### src/rtl/kgp_risc_pkg.sv
// Shared constants and types for the kgp_risc core: PC/instruction widths,
// opcode field position, HALT encoding and the fetch state enum.
package kgp_risc_pkg;
    localparam int PC_W    = 10;
    localparam int INSTR_W = 32;
    localparam int OPC_HI  = 31;
    localparam int OPC_LO  = 29;
    localparam logic [2:0] HALT_OPCODE = 3'b111;

    typedef enum logic [1:0] {BOOT, RUN, HALT} fetch_state_t;
endpackage

### src/rtl/fetch_perf_ctr.sv
// Saturating 16-bit event counter; counts edges where inc is high, sticks at 16'hFFFF.
// Only instantiated by fetch_unit when FETCH_PERF_CNT_EN is defined.
module fetch_perf_ctr (
    input  logic        clk,
    input  logic        rst,
    input  logic        inc,
    output logic [15:0] count
);
    always_ff @(posedge clk or negedge rst) begin
        if (!rst) begin
            count <= '0;
        end else if (inc && (count != 16'hFFFF)) begin
            count <= count + 16'd1;
        end
    end
endmodule

### src/rtl/fetch_unit.sv
// Instruction fetch: owns the PC, drives sync imem, squashes on redirect, stops on HALT.
// Optional macro FETCH_PERF_CNT_EN adds perf_fetched / perf_squashed counters.
module fetch_unit
    import kgp_risc_pkg::*;
#(
    parameter logic [PC_W-1:0] RESET_PC = '0
) (
    input  logic               clk,
    input  logic               rst,
    input  logic               stall,
    input  logic               PCSrc,
    input  logic [PC_W-1:0]    exNPC,
    output logic [PC_W-1:0]    imem_addr,
    input  logic [INSTR_W-1:0] imem_rdata,
    output logic [INSTR_W-1:0] instr,
    output logic [PC_W-1:0]    if_pc,
    output logic               if_valid,
`ifdef FETCH_PERF_CNT_EN
    output logic [15:0]        perf_fetched,
    output logic [15:0]        perf_squashed,
`endif
    output logic               halted
);
    fetch_state_t    state_q, state_d;
    logic [PC_W-1:0] pc_q, pc_d;
    logic [PC_W-1:0] req_pc_q, req_pc_d;
    logic            req_v_q, req_v_d;
    logic            advance;
    logic            halt_hit;
    logic            redirect;

    assign advance   = !stall && (state_q != HALT);
    // While stalled the memory re-reads the held address so instr stays stable.
    assign imem_addr = advance ? pc_q : req_pc_q;
    assign instr     = imem_rdata;
    assign if_pc     = req_pc_q;
    assign if_valid  = req_v_q;
    assign halted    = (state_q == HALT);

    assign redirect  = (state_q == RUN) && PCSrc;
    assign halt_hit  = req_v_q && (imem_rdata[OPC_HI:OPC_LO] == HALT_OPCODE)
                       && !stall && !PCSrc;

    always_comb begin
        state_d  = state_q;
        pc_d     = pc_q;
        req_pc_d = req_pc_q;
        req_v_d  = req_v_q;
        unique case (state_q)
            BOOT: begin
                if (!stall) begin
                    req_pc_d = RESET_PC;
                    req_v_d  = 1'b1;
                    pc_d     = RESET_PC + PC_W'(1);
                    state_d  = RUN;
                end
            end
            RUN: begin
                // Redirect beats both HALT and stall; the in-flight word is wrong-path.
                if (PCSrc) begin
                    pc_d    = exNPC;
                    req_v_d = 1'b0;
                end else if (halt_hit) begin
                    state_d = HALT;
                    req_v_d = 1'b0;
                end else if (!stall) begin
                    req_pc_d = pc_q;
                    req_v_d  = 1'b1;
                    pc_d     = pc_q + PC_W'(1);
                end
            end
            HALT: begin
                state_d = HALT;
            end
            default: begin
                state_d = BOOT;
            end
        endcase
    end

    always_ff @(posedge clk or negedge rst) begin
        if (!rst) begin
            state_q  <= BOOT;
            pc_q     <= RESET_PC;
            req_pc_q <= RESET_PC;
            req_v_q  <= 1'b0;
        end else begin
            state_q  <= state_d;
            pc_q     <= pc_d;
            req_pc_q <= req_pc_d;
            req_v_q  <= req_v_d;
        end
    end

`ifdef FETCH_PERF_CNT_EN
    fetch_perf_ctr u_fetched (
        .clk   (clk),
        .rst   (rst),
        .inc   (req_v_q && !stall),
        .count (perf_fetched)
    );

    fetch_perf_ctr u_squashed (
        .clk   (clk),
        .rst   (rst),
        .inc   (redirect),
        .count (perf_squashed)
    );
`else
    logic unused_redirect;
    assign unused_redirect = redirect;
`endif
endmodule
### config.mk
export PLATFORM = sky130hd
export DESIGN_NAME = fetch_unit
export DESIGN_NICKNAME = d
export VERILOG_FILES = /design/src/rtl/kgp_risc_pkg.sv /design/src/rtl/fetch_perf_ctr.sv /design/src/rtl/fetch_unit.sv
export SDC_FILE = /design/constraint.sdc
export NUM_CORES = 1
export LEC_CHECK = 0
export CAP_MARGIN = 5
export CORE_ASPECT_RATIO = 0.75
export CORE_MARGIN = 2
export CORE_UTILIZATION = 41
export CTS_CLUSTER_DIAMETER = 30
export DETAILED_ROUTE_END_ITERATION = 7
export PLACE_DENSITY = 0.86
export REMOVE_ABC_BUFFERS = 1
export SLEW_MARGIN = 25
export SYNTH_ARGS = -nofsm -noshare
export SYNTH_HDL_FRONTEND = slang
export SYNTH_SLANG_ARGS = --single-unit
### constraint.sdc
create_clock -name clk -period 5.7 [get_ports clk]
set_clock_uncertainty 0.2 [all_clocks]
set_input_delay 1.14 -clock clk [delete_from_list [all_inputs] [get_ports clk]]
set_output_delay 1.14 -clock clk [all_outputs]
set_load 0.01 [all_outputs]
# Yosys cells after proc, flatten, opt, wreduce, memory -nomap -nowiden
# Index checks and enable logic that the tools add are counted.
[word_totals] output_inout_bits=54 ff_bits=23 word_cells=46 input_bits=46
[op_classes] n_reduce_logical=11 add_sub_neg=1 muxes=19 eq_ne=11
[ops] operator="$mux 10" count=9
[ops] operator="$pmux 10 s2" count=2
[ops] operator="$ne 2x2->1 const B" count=6
[ops] operator="$add 10x1->10 const B" count=1
[ops] operator="$mux 2" count=3
[ops] operator="$ne 3x3->1 const B" count=2
[ops] operator="$pmux 2 s3" count=1
[ops] operator="$reduce_and 5->1" count=1
[ops] operator="$logic_and 1x1->1" count=4
[ops] operator="$reduce_and 4->1" count=1
[ops] operator="$eq 3x3->1 const B" count=1
[ops] operator="$mux 1" count=3
[ops] operator="$reduce_and 3->1" count=1
[ops] operator="$eq 2x1->1 const B" count=1
[ops] operator="$eq 2x2->1 const B" count=1
[ops] operator="$logic_not 1->1" count=2
[ops] operator="$logic_not 2->1" count=1
[ops] operator="$pmux 1 s2" count=1
[ops] operator="$reduce_bool 2->1" count=1

# Depth between registers and ports, before layout
# Gate-level depths: netlist (run 1).
[depth] word_depth=7 ltp_mapped=8 depth_no_buf=6

# Worst setup path after synthesis (run 1)
# Ideal clock, no wire load.
[synth_timing] path_kind="input -> output" start="input stall" end="output imem_addr[0]" required_time_ns=4.360 n_path_buf=1 cell_stages=3 setup_slack_ns=2.407 t_arrival_ns=1.953 path_cell_list="buf_6 -> nor2_2 -> mux2_2"
[synth_via] elab_chain_len=3
[synth_lines] element="start, declared" line_no="fetch_unit.sv:10" rtl="input logic stall,"
[synth_lines] element="$logic_not 1->1"
[synth_lines] element="$logic_and 1x1->1" line_no="fetch_unit.sv:32" rtl="assign advance = !stall && (state_q != HALT);"
[synth_lines] element="$mux 10" line_no="fetch_unit.sv:34" rtl="assign imem_addr = advance ? pc_q : req_pc_q;"
[synth_lines] element="end, declared" line_no="fetch_unit.sv:13" rtl="output logic [PC_W-1:0] imem_addr,"
# No other way between the ends.

# Worst setup path in the final report (run 1)
[layout_timing] start="input stall" end="output imem_addr[1]"
# Same word-level chain as after synthesis.

==> flow_metrics.py, run 1 <==
metrics = {
    "yosys": {
        "synth_top_area_share_pct": 33.85,
        "synth_enable_flop_cells": 0,
        "async_reset_ff_share_pct": 100.0,
        "ys.flop_type": "dfrtp_1",
        "avgSynthCellArea_um2": 10.18,
        "ys_seq_elements": 23,
        "ys_top_cells_by_area": "dfrtp_1, buf_4, mux2_2, a22o_2, a221o_1",
        "ys.warnings.count": 0,
        "syn_area_um2": 1700,
        "synth-seq-area-share_pct": 33.85,
        "syn_inst": 167,
        "yosysMostFrequentCell": "buf_4",
        "synth_top_area_cell": "dfrtp_1",
        "ys_types": 46,
        "ys_top_cells_by_count": "buf_4, dfrtp_1, nand2_1",
    },
    "timing": {
        "relSlewSlack_pct": 48.55,
        "fmax_mhz": 225.0,
        "post-route-period-util_pct": 77.96,
        "finalHoldViolCount": 0,
        "finalMaxSlewViolations": 0,
        "finalSetupViolCount": 0,
        "fin_crit_ns": 4.444,
        "rsz0062_at_grt": "no",
        "final.setup.tns_ns": 0,
        "worst_pin_slew_ns": 0.7693,
    },
    "detailed_routing": {
        "drt-pass1-iter-count": 4,
        "postRouteAntennaNets": 0,
        "wl_per_cell_um": 20.32,
        "drt_wl_total_mm": 4.612,
        "avgViaCountPerCell": 5.833,
        "drt_first_iter_violations": 61,
        "drc_errors": 0,
        "vias": 1324,
    },
    "placement": {
        "placed_area_um2": 1877,
        "place.gp.congestion": 0.8165,
        "dp_cells": 223,
        "dp_hpwl_mm": 3.407,
        "port_buffers": 41,
    },
    "die": {
        "io_pins": 100,
        "num_rows": 20,
        "start_util_pct": 42.20,
        "die_area_um2": 4684,
        "die_x_um": 78.36,
        "coreArea_um2": 4029,
        "die_height_um": 59.77,
    },
    "grt": {
        "grt.busiest_layer": "met1",
        "antenna_found_initial": 0,
        "grt_util_met1_pct": 28.54,
        "grt_overflow": 0,
        "grt_use_met3_pct": 12.99,
        "grt_first_pass_wirelength_mm": 7.120,
        "use_met2_pct": 27.46,
        "grt_use_total_pct": 20.64,
        "grt_start_max_net_pins": 24,
        "grt_pass1_vias": 1300,
    },
    "power": {
        "leakagePower_nw": 0.8189,
        "power_mw": 0.7436,
        "power.ir.vdd_worst_v": 0.0002502,
        "powerDensity_nw_per_um2": 386.7,
    },
    "clock_network": {
        "postCtsSetupRepairBufs": 0,
        "cts_max_level": 1,
        "cts_buffers": 3,
        "root_buffer": "clkbuf_8",
        "clock_sinks": 23,
        "clock_latency_ns": 0.27,
        "cts_tree": "done",
        "holdBufCountCts": 0,
        "clkTransAtPathRegs_ns": 0.08,
        "cts_resized": 0,
        "clockBufferDepth": 2,
    },
    "cells_and_area": {
        "final_nets": 223,
        "stdcell_area_um2": 1923,
        "drive_above_1_share_pct": 19.19,
        "instances_no_fill": 227,
        "diodes": 0,
        "synthToLayoutAreaGrowth_pct": 13.10,
        "fillers": 386,
    },
    "setup_path": {
        "startpoint_type": "primary input",
        "crit_arrival_ns": 3.10,
        "end_kind": "primary output",
        "path_class": "in -> out",
        "cp_data_required_time_ns": 4.36,
        "cp_max_fo": 10,
        "reg2reg_setup_slack_ns": 3.49,
    },
    "worst_hold_path": {
        "hp-class": "reg -> reg",
    },
    "status": {
        "status": "finished clean",
    },
    "run": {
        "drv_cap": 0,
    },
}
## metrics by stage
stage / worst slack, ns / hold slack, ns / util [%]
global placement: 1.282 / 0.2997 / 46.71
detailed placement: 1.262 / 0.2954 / 46.58
finish: 1.256 / 0.3237 / 47.73
floorplan: 2.520 / 0.2937 / -
global route: 1.145 / 0.3404 / 47.73
CTS: 1.255 / 0.3256 / 47.73
## where the power goes
part	leakage (nW)	total, mW	internal (mW)	switching [mW]
sequential	0.305	0.282	0.213	0.0687
combinational	0.488	0.359	0.192	0.167
clock	0.0255	0.103	0.0488	0.0538
## flip-flops by register name (all words and copies together) (netlist names)
| name | cells |
|---|---|
| state_q | 2 |
| pc_q | 10 |
| if_pc | 10 |
| if_valid | 1 |
## cells by family (layout without fill, tap and decap cells)
family                     Yosys count  after routing  share of synthesized area [%]
AOI/OAI and AO/OA                   46             46                          24.36
and+or+nand+nor                     32             32                          11.26
adders and majority gates            4              4                          2.943
DFF                                 23             23                          33.85
buffers and inverters               50             55                          19.72
muxes                               12             12                          7.874
## layer usage
layer | vias up | routed length (um)
met5 | - | 26
met4 | 2 | 21
met3 | 4 | 616
met2 | 91 | 1851
met1 | 632 | 2096
li1 | 595 | -
## placed cells by master, fill, tap and decap left out, types with 2 or more instances in the layout
cell type	netlist	final
clkdlybuf4s50_1	0	40
dfrtp_1	23	23
nand2_1	12	12
mux2_2	11	11
inv_1	10	10
a22o_2	9	9
a221o_1	6	6
o31ai_1	5	5
o21ai_0	4	4
and3_1	4	4
ha_1	4	4
nor2_1	3	3
clkbuf_8	0	3
o2bb2ai_1	2	2
o21a_1	2	2
a21oi_1	2	2
and4_1	2	2
o22ai_1	2	2
## worst max-delay path, cell delays in order
cell and delay (ns):
clkdlybuf4s50_1 0.53, nor2_2 0.53, mux2_2 0.41, clkdlybuf4s50_1 0.48
## final timing paths
kind,start,end,cells after the start
max in group asynchronous,rst,pc_q[0]$_DFFE_PN0P_,1
hold / removal,if_pc[0]$_DFFE_PN0P_,if_pc[0]$_DFFE_PN0P_,1
setup reg to reg,state_q[1]$_DFFE_PN0P_,pc_q[2]$_DFFE_PN0P_,6
hold reg to reg,if_pc[0]$_DFFE_PN0P_,if_pc[0]$_DFFE_PN0P_,1
setup / recovery,stall,imem_addr[1],4
min in group asynchronous,rst,if_pc[8]$_DFFE_PN0P_,1
## final cells by class
type | instances | area, um2 | area share, %
sequential | 23 | 575.6 | 29.93
clock inverter | 1 | 5.005 | 0.2602
tap | 55 | 68.82 | 3.578
inverter | 10 | 37.54 | 1.952
timing repair buffer | 41 | 405.4 | 21.08
clock buffer | 3 | 41.29 | 2.147
multi-input combinational | 94 | 789.5 | 41.05
Note: power is estimated with default switching activity, not from simulation.
==> inputs of run 2 (changes only) <==
CORE_UTILIZATION = 34   (was 41)
PLACE_DENSITY = 0.76   (was 0.86)
clock period = 4 ns   (was 5.7 ns; I/O delays follow)
==> run 2 against run 1 <==
- final area rose by 1.1%
- critical endpoint is now imem_addr[6]
- critical path depth is 1 higher
- largest power group unchanged
- total power rose by 43%
- cell count increased by 3.1%
- combinational power increased by 42%
- clock power up 46%
- via count down 2.0%
==> flow_metrics.py, run 2 (same netlist as run 1, synthesis figures left out) <==
metrics = {
    "status": {
        "status": "finished clean",
    },
    "die": {
        "die_height_um": 65.25,
        "num_rows": 22,
        "die_area_um2": 5589,
        "start_util_pct": 35.10,
        "io_pins": 100,
        "die_x_um": 85.66,
        "coreArea_um2": 4845,
    },
    "placement": {
        "dp_slack_ns": 0.4595,
        "place.gp.congestion": 0.7779,
        "port_buffers": 41,
        "dp_hpwl_mm": 3.407,
    },
    "timing": {
        "worst_pin_slew_ns": 0.5517,
        "fin_crit_ns": 3.532,
        "fmax_mhz": 283.1,
        "post-route-period-util_pct": 88.30,
        "finalHoldViolCount": 0,
        "final.setup.tns_ns": 0,
        "rsz0062_at_grt": "no",
        "finalSetupViolCount": 0,
        "timing.hold.ws_ns": 0.3117,
        "finalMaxSlewViolations": 0,
        "relSlewSlack_pct": 63.22,
        "fin_ws_ns": 0.4680,
    },
    "grt": {
        "grt_pass1_vias": 1283,
        "antenna_found_initial": 0,
        "grt_overflow": 0,
        "grt_start_max_net_pins": 24,
        "grt_use_total_pct": 17.17,
        "grt_first_pass_wirelength_mm": 7.245,
    },
    "clock_network": {
        "clock_sinks": 23,
        "clockBufferDepth": 2,
        "holdBufCountCts": 0,
        "postCtsSetupRepairBufs": 0,
        "cts_tree": "done",
        "clock_latency_ns": 0.27,
        "cts_resized": 0,
        "root_buffer": "clkbuf_8",
        "cts_buffers": 3,
        "cts_max_level": 1,
        "clkTransAtPathRegs_ns": 0.09,
    },
    "worst_hold_path": {
        "hp-class": "in -> async",
    },
    "setup_path": {
        "end_kind": "primary output",
        "reg2reg_depth": 6,
        "startpoint_type": "primary input",
        "cp_max_fo": 10,
        "crit_arrival_ns": 2.53,
        "path_class": "in -> out",
        "cp_data_required_time_ns": 3.00,
    },
    "run": {
        "drv_cap": 0,
    },
    "power": {
        "leakagePower_nw": 0.8287,
        "powerDensity_nw_per_um2": 545.9,
        "power.ir.vdd_worst_v": 0.0002853,
        "power_mw": 1.061,
    },
    "cells_and_area": {
        "diodes": 0,
        "final_nets": 225,
        "fillers": 479,
        "final_common_cell": "clkdlybuf4s50_1",
        "drive_above_1_share_pct": 20.11,
        "layout_common_cells": "clkdlybuf4s50_1, dfrtp_1, nand2_1",
        "final_core_util_pct": 40.13,
        "synthToLayoutAreaGrowth_pct": 14.35,
    },
    "detailed_routing": {
        "avgViaCountPerCell": 5.547,
        "drt-pass1-iter-count": 4,
        "drt_wl_total_mm": 4.551,
        "drt_first_iter_violations": 109,
        "maxUsedRoutingLayer": "met4",
        "drt-met1-wl_mm": 2.207,
        "wl_per_cell_um": 19.45,
        "route.met3.wl_um": 591,
        "vias": 1298,
        "wl_met2_mm": 1.747,
        "drc_errors": 0,
        "postRouteAntennaNets": 0,
    },
}
[run 2: cell types whose count changed in the layout (fill, tap and decap cells not counted)]
| cell | before | now |
|---|---|---|
| buf_4 | 0 | 2 |
[run 2: critical path: stages]
cell             delay (ns)
clkdlybuf4s50_1        0.55
nor2_2                 0.13
buf_4                  0.20
mux2_2                 0.36
clkdlybuf4s50_1        0.48
[run 2: cell type report]
| cell class | count | area [um2] | area share [%] |
|---|---|---|---|
| clock inverters | 1 | 5.005 | 0.2574 |
| well taps | 60 | 75.07 | 3.861 |
| clock buffers | 3 | 41.29 | 2.124 |
| flip-flops and latches | 23 | 575.6 | 29.60 |
| multi-input cells | 94 | 789.5 | 40.60 |
| repair buffers | 43 | 420.4 | 21.62 |
| inverters | 10 | 37.54 | 1.931 |
[run 2: routing by layer]
metal / GRT usage (%) / vias to the layer above
met1: 25.59 / 630
met3: 11.06 / 2
met5: 0 / -
met4: 1.190 / 0
met2: 20.90 / 67
li1: - / 599
[run 2: final timing paths]
| check | from | endpoint | slack, ns |
|---|---|---|---|
| worst min-delay path | rst | state_q[1]$_DFFE_PN0P_ | 0.31 |
| min in group clk | if_pc[0]$_DFFE_PN0P_ | if_pc[0]$_DFFE_PN0P_ | 0.32 |
| max in group asynchronous | rst | if_pc[6]$_DFFE_PN0P_ | 2.92 |
| worst min register to register | if_pc[0]$_DFFE_PN0P_ | if_pc[0]$_DFFE_PN0P_ | 0.32 |
| worst max register to register | state_q[1]$_DFFE_PN0P_ | pc_q[0]$_DFFE_PN0P_ | 1.79 |
| worst max-delay path | stall | imem_addr[6] | 0.47 |
[run 2: metrics by stage]
stage,std cells,area [um2]
after floorplan,127,1403
after detailed placement,230,1898
final,234,1944
after global routing,234,1944
after CTS,234,1944
after global placement,230,1903
[run 2: power breakdown]
group	switching (mW)	total, mW	internal, mW	leakage, nW
Combinational	0.234	0.511	0.277	0.498
Clock	0.0805	0.150	0.0696	0.0255
Sequential	0.0961	0.400	0.304	0.305
Total	0.411	1.06	0.650	0.829
==> edit 1 (config.mk and constraints of run 1) <==
Re-encode `fetch_state_t` (3 states) as one-hot, 3 bits wide.
--- a/src/rtl/kgp_risc_pkg.sv
+++ b/src/rtl/kgp_risc_pkg.sv
@@ -7,6 +7,6 @@
     localparam int OPC_LO  = 29;
     localparam logic [2:0] HALT_OPCODE = 3'b111;
 
-    typedef enum logic [1:0] {BOOT, RUN, HALT} fetch_state_t;
+    typedef enum logic [2:0] {BOOT = 3'b001, RUN = 3'b010, HALT = 3'b100} fetch_state_t;
 endpackage
 
Check against the original RTL: no difference found for any inputs over 10 cycles, from zero or initial values and one cycle with rst low; not proved beyond that.
==> edit 1 against run 1 <==
Register-to-register slack improved by 70 ps. Non-clock buffer count increased by 1. Maximum frequency shrank 0.31%. Area after synthesis fell by 3.1%. Clock power grew 14%. Sequential cell count is 1 higher. Global-route usage down 0.25 points. Highest routed layer is now met4. Total power down 13%. Worst setup slack worse by 14 ps. Design area decreased by 1.7%. Routed wire length decreased by 1.5%.
==> edit 1: results (changes against run 1) <==
Route
  • DR pass1 iterations: 4 (unchanged)
  • Routed Antenna Nets: 0 (unchanged)
  • Routed via count: 1346 (was 1324)
  • Initial drt markers: 106 (was 61)
  • Routed len/inst: 19.4 um (was 20.3 um)

Worst setup path
  • R2R Path End: if_pc[0]$_DFFE_PN0P_ (was pc_q[2]$_DFFE_PN0P_)
  • R2R setup slack: 3560 ps (was 3490 ps)
  • Setup crit end: imem_addr[3] (was imem_addr[1])
  • R2r worst-path depth: 4 (was 6)
  • WP data arrival: 3120 ps (was 3100 ps)
  • Reg2reg start: state_q[1]$_DFFE_PN0P_ (unchanged)

Synth
  • Xor/xnor share of the synthesized area: 0.532% (was 0%)
  • Seq/Total Area, Yosys: 36.5% (was 33.8%)
  • Synth top area cells: dfrtp_1 35%, buf_4 15%, mux2_2 7.5% (was dfrtp_1 34%, buf_4 15%, mux2_2 7.3%)
  • Mux cell area share after synthesis: 7.52% (was 7.87%)
  • Synth cell count leaders: 33 x buf_4, 23 x dfrtp_1, 11 x mux2_2 (was 35 x buf_4, 23 x dfrtp_1, 12 x nand2_1)
  • Post-synthesis compound-gate area fraction: 18.8% (was 24.4%)
  • Post-Synth Adder-Cell Area: 0.759% (was 2.94%)
  • Synth warnings: 0 (unchanged)
  • Async SR Flop Fraction: 100% (unchanged)
  • Yosys cell types: 43 (was 46)

Layout
  • Fill count: 372 (was 386)
  • Layout cells sized above 1: 12.6% (was 19.2%)
  • Nets@finish: 230 (was 223)

Clock tree
  • Clk Tree Root Cell: clkbuf_8 (unchanged)
  • Clk slew on worst S/H paths: 80 ps (about the same)
  • Post-CTS Setup Bufs: 0 (unchanged)
  • CTS max path bufs: 2 (unchanged)
  • CTS H-tree depth: 1 (unchanged)
  • Clk_lat worst skew: 270 ps (about the same)

Place
  • I/O Buffers: 41 (unchanged)
  • Post-DP HPWL: 3370 um (was 3410 um)
  • GPL Wtd Cong: 0.909 (was 0.817)

Timing
  • Worst-Margin Slew: 865 ps (was 769 ps)
  • Total negative setup slack: 0 ps (unchanged)

GRT
  • Largest net degree at the start of global routing: 28 (was 24)
  • First-pass GRT wire length: 6950 um (was 7120 um)
  • Gr usage total: 20.4% (was 20.6%)

Hold path
  • Worst Hold Class: reg -> reg (unchanged)
  • Hold path cells: 1 (unchanged)

Run status
  • Outcome: finished, final reports clean (unchanged)

Power and ir drop
  • Lkg Pwr: 0.739 nW (was 0.819 nW)
  • Max rail drop VDD: 0.187 mV (was 0.250 mV)
edit 1: worst min path at each step:
stage          slack, ps                   start                      to
2_1_floorplan        300  state_q[0]$_DFFE_PN1P_  state_q[2]$_DFFE_PN0P_
3_3_place_gp         310    if_pc[4]$_DFFE_PN0P_    if_pc[4]$_DFFE_PN0P_
3_5_place_dp         310    if_pc[2]$_DFFE_PN0P_    if_pc[2]$_DFFE_PN0P_
4_1_cts              340    if_pc[2]$_DFFE_PN0P_    if_pc[2]$_DFFE_PN0P_
5_1_grt              360    if_pc[8]$_DFFE_PN0P_    if_pc[8]$_DFFE_PN0P_
6_report             340    if_pc[2]$_DFFE_PN0P_    if_pc[2]$_DFFE_PN0P_
edit 1: where the power goes:
part           leakage, nW  switching, mW  internal (mW)
logic                0.391          0.121          0.134
clock network       0.0288         0.0549         0.0618
registers            0.319         0.0606          0.212
edit 1: logic make-up after synthesis:
logic type / count (synthesis)
compound gates: 44
xor+xnor: 1
fa+ha+maj: 1
buf+inv: 48
flops: 24
mux: 11
simple gates: 48
edit 1: metrics by stage:
| stage | hold slack [ps] | std cells | cell area (um2) | setup slack (ps) | total power [mW] |
|---|---|---|---|---|---|
| finish | 335 | 234 | 1890 | 1240 | 0.644 |
| global route | 360 | 234 | 1890 | 1130 | 0.685 |
| CTS | 338 | 234 | 1890 | 1230 | 0.644 |
| detailed placement | 310 | 230 | 1840 | 1230 | 0.527 |
| global placement | 305 | 230 | 1840 | 1290 | 0.518 |
| floorplan | 301 | 136 | 1360 | 2510 | 0.412 |
edit 1: critical path, cell delays in order:
cell,delay [ps]
clkdlybuf4s50_1,550
nor2_2,530
mux2_2,400
clkdlybuf4s50_1,490
edit 1: final cells by class:
type	count	area (um2)	area share [%]
inverter	7	26.3	1.39
multi-input combinational	105	729	38.6
timing repair buffer	42	413	21.8
tap	52	65.1	3.44
sequential	24	602	31.8
clock buffer	4	55.1	2.91
edit 1: metal layers:
metal	track usage, %	vias up	part of all wire [%]
li1	-	625	-
met1	28.6	639	48
met2	26.0	78	38
met3	13.2	4	14
met4	3.06	0	0.37
met5	4.44	-	0
==> edit 2 (settings of run 1) <==
Made on the original files. The option `FETCH_PERF_CNT_EN` is turned on by a define.
--- a/src/rtl/fetch_unit.sv
+++ b/src/rtl/fetch_unit.sv
@@ -1,5 +1,7 @@
 // Instruction fetch: owns the PC, drives sync imem, squashes on redirect, stops on HALT.
 // Optional macro FETCH_PERF_CNT_EN adds perf_fetched / perf_squashed counters.
+`define FETCH_PERF_CNT_EN
+
 module fetch_unit
     import kgp_risc_pkg::*;
 #(
Behaviour (old outputs only; new: perf_fetched and perf_squashed): unchanged (equiv_simple and equiv_induct, registers matched by name and starting in step).
==> edit 2 against run 1 <==
Area after synthesis is 87% higher. Clock power increased to 2.7 times the old value. Total power up 89%. Combinational power grew 48%. Critical path depth stayed put. Worst setup slack lost 120 ps. Routed wire length is 72% higher. Design area increased by 100%. Sequential cell count rose by 32. Register-to-register slack worse by 90 ps. First-iteration DRC count rose by 140%. Count of clock-buffer cells in the layout is 3 higher. Worst hold slack got worse by 22 ps. Largest power group is now sequential cells.
==> edit 2: results (changes against run 1) <==
Run status
  • Outcome: finished, final reports clean (unchanged)

Layout
  • Signal inverters: 9 (was 10)
  • Multi-input gates: 205 (was 94)
  • Nets@finish: 402 (was 223)
  • Cell Count, Final, Fillers Out: 452 (was 227)
  • Buffers, non-clock: 74 (was 41)
  • Clock network area share: 3.14% (was 2.41%)
  • Clkbuf count: 6 (was 3)
  • Layout cells sized above 1: 11.7% (was 19.2%)
  • Fill count: 697 (was 386)
  • Seq area share: 35.6% (was 29.9%)
  • Non-clk buf share: 18.9% (was 21.1%)

Worst setup path
  • WP data arrival: 3220 ps (was 3100 ps)
  • Setup crit end: imem_addr[3] (was imem_addr[1])
  • CP max FO: 11 (was 10)
  • CP max stage delay: 620 ps (was 530 ps)

Hold path
  • Hold Crit Start: u_squashed.count[15]$_DFFE_PN0P_ (was if_pc[0]$_DFFE_PN0P_)
  • Hold EP: u_squashed.count[15]$_DFFE_PN0P_ (was if_pc[0]$_DFFE_PN0P_)

Route
  • DRT met1 WL: 3800 um (was 2100 um)
  • Metal2 WL: 3420 um (was 1850 um)
  • Vias/cell: 5.49 (was 5.83)
  • Routed len/inst: 17.6 um (was 20.3 um)
  • Uppermost layer routed: met4 (was met5)
  • Detail Route met3 WL: 710 um (was 616 um)
  • Initial drt markers: 148 (was 61)

Synth
  • Synth top area cells: dfrtp_1 43%, buf_4 8.0%, mux2_2 4.6% (was dfrtp_1 34%, buf_4 15%, mux2_2 7.3%)
  • Mux cell area share after synthesis: 5.92% (was 7.87%)
  • Seq/Total Area, Yosys: 43.4% (was 33.8%)
  • Xor/xnor share of the synthesized area: 6.35% (was 0%)
  • Yosys cell types: 54 (was 46)
  • Post-synthesis compound-gate area fraction: 13.0% (was 24.4%)
  • Synth Instances: 309 (was 167)
  • Synth cell count leaders: 55 x dfrtp_1, 34 x buf_4, 22 x nand2_1 (was 35 x buf_4, 23 x dfrtp_1, 12 x nand2_1)

Timing
  • Achievable Freq: 0.219 GHz (was 0.225 GHz)
  • Rel. slew slack: 36.7% (was 48.6%)

Place
  • Post-DP HPWL: 5920 um (was 3410 um)
  • Pre-CTS setup slack: 1130 ps (was 1260 ps)
  • I/O Buffers: 73 (was 41)
  • DP Cell Count: 444 (was 223)
  • Placed instance area: 3750 um2 (was 1880 um2)
  • GPL Wtd Cong: 0.829 (was 0.817)

GRT
  • Met3 GRT Util: 7.47% (was 13.0%)
  • Met1 global-route usage: 27.2% (was 28.5%)
  • M2 GR Usage: 28.1% (was 27.5%)
  • Largest net degree at the start of global routing: 56 (was 24)
  • Gr usage total: 19.2% (was 20.6%)
  • Vias in the first global route: 2404 (was 1300)

Power and ir drop
  • Lkg Pwr: 1.62 nW (was 0.819 nW)
  • Max rail drop VDD: 0.226 mV (was 0.250 mV)

Clock tree
  • TritonCTS Sinks: 55 (was 23)
edit 2: power breakdown:
group	internal [mW]	switching, mW	total [mW]
registers	0.478	0.120	0.598
clock network	0.145	0.130	0.275
logic	0.280	0.252	0.532
edit 2: kinds of logic (layout without fill, tap and decap cells):
| logic type | count (synthesis) | count (layout) |
|---|---|---|
| muxes | 17 | 17 |
| buffers and inverters | 49 | 91 |
| adders and majority gates | 6 | 6 |
| DFF | 55 | 55 |
| and+or+nand+nor | 99 | 99 |
| AOI/OAI and AO/OA | 60 | 60 |
| xor gates and xnor gates | 23 | 23 |
edit 2: per-stage QoR:
| step | power, mW | utilization (%) | hold slack [ps] |
|---|---|---|---|
| 6_report | 1.40 | 52.1 | 302 |
| 5_1_grt | 1.49 | 52.1 | 333 |
| 4_1_cts | 1.42 | 52.1 | 316 |
| 3_5_place_dp | 1.14 | 50.4 | 298 |
| 3_3_place_gp | 1.11 | 50.4 | 290 |
| 2_1_floorplan | 0.865 | - | 307 |
